### src/rtl/div_pkg.sv
// -----------------------------------------------------------------------------
// div_pkg
// Shared constants for the iterative divider: FSM state encoding, handshake
// level constants and the default operand width / iteration count.
// Configuration macro seen by users of this package: DIV_SIGNED_EN.
// -----------------------------------------------------------------------------
package div_pkg;

   localparam int DIV_DATA_W = 32;
   // One quotient bit is produced per iteration.
   localparam int DIV_CYCLES = DIV_DATA_W;

   // FSM encoding kept as plain vectors so legacy tooling can trace it.
   localparam logic [1:0] DIV_FREE   = 2'b00;
   localparam logic [1:0] DIV_BYZERO = 2'b01;
   localparam logic [1:0] DIV_ON     = 2'b10;
   localparam logic [1:0] DIV_END    = 2'b11;

   localparam logic DivResultReady    = 1'b1;
   localparam logic DivResultNotReady = 1'b0;
   localparam logic DivStart          = 1'b1;
   localparam logic DivStop           = 1'b0;

endpackage

### src/rtl/div_if.sv
// -----------------------------------------------------------------------------
// div_if
// Request/result bundle between the pipeline controller (master) and the
// divider (slave).
//   start      : request, held until ready is seen
//   annul      : abort an in-flight division
//   signed_div : 1 = signed operation (only honoured with DIV_SIGNED_EN)
//   opdata1/2  : dividend / divisor, sampled on acceptance
//   result     : {remainder, quotient}
//   ready      : result valid
// -----------------------------------------------------------------------------
interface div_if
   import div_pkg::*;
#(
   parameter int DATA_W = DIV_DATA_W
);
   logic                  start;
   logic                  annul;
   logic                  signed_div;
   logic [DATA_W-1:0]     opdata1;
   logic [DATA_W-1:0]     opdata2;
   logic [2*DATA_W-1:0]   result;
   logic                  ready;

   modport master (
      output start, annul, signed_div, opdata1, opdata2,
      input  result, ready
   );

   modport slave (
      input  start, annul, signed_div, opdata1, opdata2,
      output result, ready
   );
endinterface

### src/rtl/div_step.sv
// -----------------------------------------------------------------------------
// div_step
// One combinational radix-2 restoring iteration.
//   rd_in   : {partial remainder, remaining dividend bits / quotient bits}
//   divisor : divisor magnitude
//   rd_out  : register value after shifting left and trial-subtracting
// -----------------------------------------------------------------------------
module div_step
   import div_pkg::*;
#(
   parameter int DATA_W = DIV_DATA_W
)
(
   input  logic [2*DATA_W-1:0] rd_in,
   input  logic [DATA_W-1:0]   divisor,
   output logic [2*DATA_W-1:0] rd_out
);

   // The shifted remainder needs one extra bit: it can reach 2*divisor-1.
   logic [DATA_W:0]   partial;
   logic              fits;
   logic [DATA_W-1:0] diff;

   always_comb begin
      partial = rd_in[2*DATA_W-1:DATA_W-1];
      fits    = (partial >= {1'b0, divisor});
      // The difference is below the divisor, so the modulo-2^DATA_W result is exact.
      diff    = partial[DATA_W-1:0] - divisor;
      if (fits) begin
         rd_out = {diff, rd_in[DATA_W-2:0], 1'b1};
      end else begin
         rd_out = {partial[DATA_W-1:0], rd_in[DATA_W-2:0], 1'b0};
      end
   end

endmodule

### src/rtl/div_unit.sv
// -----------------------------------------------------------------------------
// div_unit
// Multi-cycle radix-2 restoring divider for the execute stage. One quotient bit
// per cycle; latency DATA_W+2 for a nonzero divisor, 2 for a zero divisor.
//   clk : clock, rising edge
//   rst : synchronous, active-high reset
//   bus : div_if.slave request/result bundle
// Configuration: define DIV_SIGNED_EN to compile in the signed path
// (magnitude conversion and sign fix-up); otherwise all divisions are unsigned
// and signed_div is ignored.
// -----------------------------------------------------------------------------
module div_unit
   import div_pkg::*;
#(
   parameter int DATA_W = DIV_DATA_W
)
(
   input  logic  clk,
   input  logic  rst,
   div_if.slave  bus
);

   localparam int CNT_W = $clog2(DATA_W + 1);

   logic [1:0]          state_q,    state_d;
   logic [CNT_W-1:0]    cnt_q,      cnt_d;
   logic [2*DATA_W-1:0] rd_q,       rd_d;
   logic [DATA_W-1:0]   dvs_q,      dvs_d;
   logic                neg_quot_q, neg_quot_d;
   logic                neg_rem_q,  neg_rem_d;
   logic [2*DATA_W-1:0] result_q,   result_d;
   logic                ready_q,    ready_d;

   logic [2*DATA_W-1:0] step_out;
   logic                neg1, neg2;
   logic [DATA_W-1:0]   mag1, mag2;
   logic [DATA_W-1:0]   fix_quot, fix_rem;

   div_step #(.DATA_W(DATA_W)) u_step (
      .rd_in   (rd_q),
      .divisor (dvs_q),
      .rd_out  (step_out)
   );

`ifdef DIV_SIGNED_EN
   assign neg1     = bus.signed_div & bus.opdata1[DATA_W-1];
   assign neg2     = bus.signed_div & bus.opdata2[DATA_W-1];
   assign mag1     = neg1 ? -bus.opdata1 : bus.opdata1;
   assign mag2     = neg2 ? -bus.opdata2 : bus.opdata2;
   // Quotient negated when signs differ; remainder follows the dividend.
   assign fix_quot = neg_quot_q ? -rd_q[DATA_W-1:0] : rd_q[DATA_W-1:0];
   assign fix_rem  = neg_rem_q  ? -rd_q[2*DATA_W-1:DATA_W] : rd_q[2*DATA_W-1:DATA_W];
`else
   logic unused_sign;
   assign neg1        = 1'b0;
   assign neg2        = 1'b0;
   assign mag1        = bus.opdata1;
   assign mag2        = bus.opdata2;
   assign fix_quot    = rd_q[DATA_W-1:0];
   assign fix_rem     = rd_q[2*DATA_W-1:DATA_W];
   assign unused_sign = bus.signed_div ^ neg_quot_q ^ neg_rem_q;
`endif

   always_comb begin
      // NOTE: every output of this block gets a default first so no path can infer a latch.
      state_d    = state_q;
      cnt_d      = cnt_q;
      rd_d       = rd_q;
      dvs_d      = dvs_q;
      neg_quot_d = neg_quot_q;
      neg_rem_d  = neg_rem_q;
      result_d   = result_q;
      ready_d    = ready_q;

      case (state_q)
         DIV_FREE: begin
            if (bus.start == DivStart && !bus.annul) begin
               if (bus.opdata2 == '0) begin
                  state_d = DIV_BYZERO;
               end else begin
                  rd_d       = {{DATA_W{1'b0}}, mag1};
                  dvs_d      = mag2;
                  neg_quot_d = neg1 ^ neg2;
                  neg_rem_d  = neg1;
                  cnt_d      = '0;
                  state_d    = DIV_ON;
               end
            end
         end
         DIV_BYZERO: begin
            result_d = '0;
            ready_d  = DivResultReady;
            state_d  = DIV_END;
         end
         DIV_ON: begin
            if (bus.annul || bus.start == DivStop) begin
               // Partial result is simply dropped; ready never rose.
               state_d = DIV_FREE;
            end else if (cnt_q != CNT_W'(DATA_W)) begin
               rd_d  = step_out;
               cnt_d = cnt_q + CNT_W'(1);
            end else begin
               result_d = {fix_rem, fix_quot};
               ready_d  = DivResultReady;
               state_d  = DIV_END;
            end
         end
         DIV_END: begin
            // annul is ignored here; only dropping start releases the unit.
            if (bus.start == DivStop) begin
               result_d = '0;
               ready_d  = DivResultNotReady;
               state_d  = DIV_FREE;
            end
         end
         default: state_d = DIV_FREE;
      endcase
   end

   always_ff @(posedge clk) begin
      // NOTE: state is updated with non-blocking assignments so all flops see pre-edge values.
      if (rst) begin
         state_q    <= DIV_FREE;
         cnt_q      <= '0;
         rd_q       <= '0;
         dvs_q      <= '0;
         neg_quot_q <= 1'b0;
         neg_rem_q  <= 1'b0;
         result_q   <= '0;
         ready_q    <= DivResultNotReady;
      end else begin
         state_q    <= state_d;
         cnt_q      <= cnt_d;
         rd_q       <= rd_d;
         dvs_q      <= dvs_d;
         neg_quot_q <= neg_quot_d;
         neg_rem_q  <= neg_rem_d;
         result_q   <= result_d;
         ready_q    <= ready_d;
      end
   end

   assign bus.result = result_q;
   assign bus.ready  = ready_q;

endmodule

### src/flat_wrapper.sv
// flat-port wrapper written by rule: the top's interface ports become plain ports
module div_unit_flat import div_pkg::*;
#(
   parameter int DATA_W = DIV_DATA_W
)
  (clk, rst, bus_start, bus_annul, bus_signed_div, bus_opdata1, bus_opdata2, bus_result, bus_ready);
  div_if #(.DATA_W(DATA_W)) bus_i ();
  input  logic clk;
  input  logic rst;
  input wire logic [$bits(bus_i.start)-1:0] bus_start;
  input wire logic [$bits(bus_i.annul)-1:0] bus_annul;
  input wire logic [$bits(bus_i.signed_div)-1:0] bus_signed_div;
  input wire logic [$bits(bus_i.opdata1)-1:0] bus_opdata1;
  input wire logic [$bits(bus_i.opdata2)-1:0] bus_opdata2;
  output wire logic [$bits(bus_i.result)-1:0] bus_result;
  output wire logic [$bits(bus_i.ready)-1:0] bus_ready;
  assign bus_i.start = bus_start;
  assign bus_i.annul = bus_annul;
  assign bus_i.signed_div = bus_signed_div;
  assign bus_i.opdata1 = bus_opdata1;
  assign bus_i.opdata2 = bus_opdata2;
  assign bus_result = bus_i.result;
  assign bus_ready = bus_i.ready;
  div_unit #(.DATA_W(DATA_W)) u_core (.clk(clk), .rst(rst), .bus(bus_i));
endmodule
### config.mk
export PLATFORM = sky130hd
export DESIGN_NAME = div_unit_flat
export DESIGN_NICKNAME = d
export VERILOG_FILES = /design/src/rtl/div_pkg.sv /design/src/rtl/div_if.sv /design/src/rtl/div_step.sv /design/src/rtl/div_unit.sv /design/src/flat_wrapper.sv
export SDC_FILE = /design/constraint.sdc
export NUM_CORES = 1
export LEC_CHECK = 0
export ABC_AREA = 1
export CAP_MARGIN = 20
export CORE_ASPECT_RATIO = 1.2
export CORE_MARGIN = 2
export CORE_UTILIZATION = 55
export CTS_CLUSTER_SIZE = 14
export DETAILED_ROUTE_END_ITERATION = 10
export HOLD_SLACK_MARGIN = 0.1
export PLACE_DENSITY_LB_ADDON = 0.1
export SYNTH_ARGS = -nofsm -noshare
export SYNTH_HDL_FRONTEND = slang
export SYNTH_SLANG_ARGS = --single-unit
### constraint.sdc
create_clock -name clk -period 3 [get_ports clk]
set_clock_uncertainty 0.2 [all_clocks]
set_input_delay 0.6 -clock clk [delete_from_list [all_inputs] [get_ports clk]]
set_output_delay 0.6 -clock clk [all_outputs]
set_load 0.02 [all_outputs]
==> results_dict.tcl <==
set metrics [dict create \
    cp_max_fo 25 \
    utilization 0.6886 \
    clk_pin_slew_ns 0.07 \
    synth_top_flop_cell "dfxtp_1" \
    grt_max_degree 72 \
    cts-root-buf "clkbuf_16" \
    cp_top_family "simple AND/OR/NAND/NOR gates" \
    wl_met1_um 11680 \
    fin_area_sq_um 11510 \
    drc_errors 0 \
    crit_required_ns 3.11 \
    synth_cells 1453 \
    dieArea_sq_um 17990 \
    antenna_found_initial 0 \
    p_leak_nw 5.176 \
    gp_congestion 0.9431 \
    min_path_type "reg2reg" \
    finalCriticalPeriod_ns 2.718 \
    holdCritStartpoint "u_core.dvs_q[10]$_SDFFE_PP0P_" \
    ant_nets 0 \
    grt_pass1_vias 8881 \
    syn_nets 1557 \
    post_cts_buffers 0 \
    wl_per_cell_um 14.92 \
    rows 52 \
    fin_setup_tns_ns 0 \
    syn2layout_area_growth_pct 23.66 \
    crit_path_end_kind "flip-flop" \
    synth.avg_cell_area_sq_um 6.408 \
    relSlewSlack 0.5908 \
    synth-seq-area-share 0.3633 \
    synthesis.area_sq_um 9311 \
    yosysMostFrequentCell "nand2_1" \
    tightest_slew_ns 0.6138 \
    setup_ws_ns 0.2818 \
    seq_area_sq_um 3383 \
    cts-resized-gates 0 \
    synth_top_area_share 0.3633 \
    cts_hold_buf 0 \
    drtIter0Drc 656 \
    synth-seq-cells 169 \
    final_net_count 1673 \
    max_freq_mhz 367.9 \
    cp_cell_sequence "ha_1 -> nand2_1 -> inv_1 -> nand2_1 -> nand2_1 -> a21oi_1 -> nand2_2 -> nand2_2 -> nand2_4 -> inv_4 -> nand2_1 -> nand3_1 -> a21oi_1" \
    whs_path_depth 2 \
    slowest_stage "dfxtp_1" \
    num_io_pins 134 \
    routed.top_layer "met4" \
    dieHeight_um 146.5 \
    cp_num_buf_inv 2 \
    hold-path-endpoint "u_core.dvs_q[10]$_SDFFE_PP0P_" \
    rsz0062_at_grt "false" \
    netlist_top_cells_count "nand2_1 (489), a21oi_1 (181), dfxtp_1 (169)" \
    clock_sinks 169 \
    firstDrtPassIters 5 \
    insertedDiodeCount 0 \
    via_per_inst 5.288 \
    core-area_sq_um 16720 \
    async_reset_ff_frac 0 \
    synth_edf_count 0 \
    clk_latency_ns 0.44 \
    critPathKind "reg2reg" \
    worstSetupStartpointType "flip-flop" \
    routed_wl_um 26830 \
    status "finished clean" \
    yosys-top-cells-area "dfxtp_1 (36%), nand2_1 (20%), a21oi_1 (9.7%)" \
    multi_input_area_sq_um 4971 \
    arrival_ns 2.82 \
    synth_top_area_cell "dfxtp_1" \
    maxSlewViolCount 0 \
    cp_common_cell "nand2_1" \
    die_x_um 122.8 \
    cap_violations 0 \
    fillers 1530 \
    finalCritPeriodShare 0.9061 \
    drive_gt1_frac 0.06384 \
    place_hpwl_um 19530 \
    htree_num_levels 4 \
    ys_types 39 \
    reg2reg_depth 13 \
    place_ws_ns 0.09807 \
    yosys_warnings 0 \
    routed-wl-met2_um 12910 \
    cts_max_path_buffers 2 \
    numCtsBuffers 17 \
    holdWs_ns 0.2612 \
    placed_cell_area_sq_um 10920 \
    hold_viol 0 \
    initial_core_util 0.5569 \
    port-buffer-count 132 \
    cts_tree "yes" \
    finalSetupViolations 0 \
    p_per_area_nw_per_um2 737.0 \
    max_stage_delay_ns 0.45 \
    met3WireLength_um 1733 \
    track_usage 0.3042 \
    timing.rr.start "u_core.rd_q[46]$_SDFFE_PP0P_" \
    grt_first_pass_wirelength_um 43580 \
    ir_drop_mv 0.5089 \
    reg2reg_to "u_core.rd_q[50]$_SDFFE_PP0P_" \
    vias 9507 \
    reg2reg_setup_slack_ns 0.28 \
    overflow 0 \
]
-- report_power, final --
group | internal [mW] | switching [mW] | total, mW
Combinational | 1.23 | 2.27 | 3.50
Sequential | 2.55 | 0.161 | 2.72
Clock | 1.25 | 1.01 | 2.27
-- cell families (layout without fill, tap and decap cells) --
group / Yosys count / in the layout / share of synthesized area
and+or+nand+nor: 717 / 717 / 0.3195
AOI/OAI and AO/OA: 269 / 269 / 0.1501
buffers and inverters: 247 / 376 / 0.1041
DFF: 169 / 169 / 0.3633
adders and majority gates: 35 / 35 / 0.04784
xor gates and xnor gates: 16 / 16 / 0.01505
-- per-layer routing --
layer	vias up	track usage
li1	4870	-
met1	4322	0.3910
met2	271	0.5033
met3	44	0.06602
met4	0	0.09713
met5	-	0
-- sequential cells by signal (all words and copies together) (netlist names) --
register           flops
u_core.bus.result     64
u_core.rd_q           64
u_core.dvs_q          32
u_core.state_q         2
u_core.cnt_q           6
u_core.bus.ready       1
-- worst max-delay path by stage --
stage	endpoint	startpoint	cells past startpoint
2_1_floorplan	u_core.rd_q[60]$_SDFFE_PP0P_	u_core.rd_q[31]$_SDFFE_PP0P_	15
3_3_place_gp	u_core.cnt_q[2]$_SDFFE_PP0P_	bus_opdata2[15]	13
3_5_place_dp	u_core.cnt_q[2]$_SDFFE_PP0P_	bus_opdata2[0]	14
4_1_cts	u_core.rd_q[50]$_SDFFE_PP0P_	u_core.rd_q[46]$_SDFFE_PP0P_	13
5_1_grt	u_core.rd_q[50]$_SDFFE_PP0P_	u_core.rd_q[46]$_SDFFE_PP0P_	13
6_report	u_core.rd_q[50]$_SDFFE_PP0P_	u_core.rd_q[46]$_SDFFE_PP0P_	13
-- stage by stage --
| step | std cells | power (mW) |
|---|---|---|
| 2_1_floorplan | 1453 | 5.092 |
| 3_5_place_dp | 1766 | 6.229 |
| 5_1_grt | 1798 | 9.018 |
| 6_report | 1798 | 8.487 |
| 3_3_place_gp | 1766 | 6.192 |
| 4_1_cts | 1798 | 8.503 |
-- layout make-up --
class | instances | share of cell area
multi-input cells | 1037 | 0.4317
clock inverters | 14 | 0.01402
flip-flops and latches | 169 | 0.2938
clock buffers | 18 | 0.03727
well taps | 216 | 0.02347
repair buffers | 164 | 0.1408
inverters | 180 | 0.05889
-- tightest hold or removal path, delay by kind of cell (launching register included) --
family          cells  cell delay [ns]
flops               1             0.30
buf+inv             1             0.06
compound gates      1             0.05
-- cell usage in the layout, fill, tap and decap left out, drive strengths merged, types with 14 or more instances in the layout --
cell and instances:
nor2 80, o21ai 68, inv 186, xnor2 14
a21oi 181, buf 33, clkbuf 18, dfxtp 169
ha 34, nand3 106, nand2 494, clkdlybuf4s50 131
(Power assumes the default switching activity.)
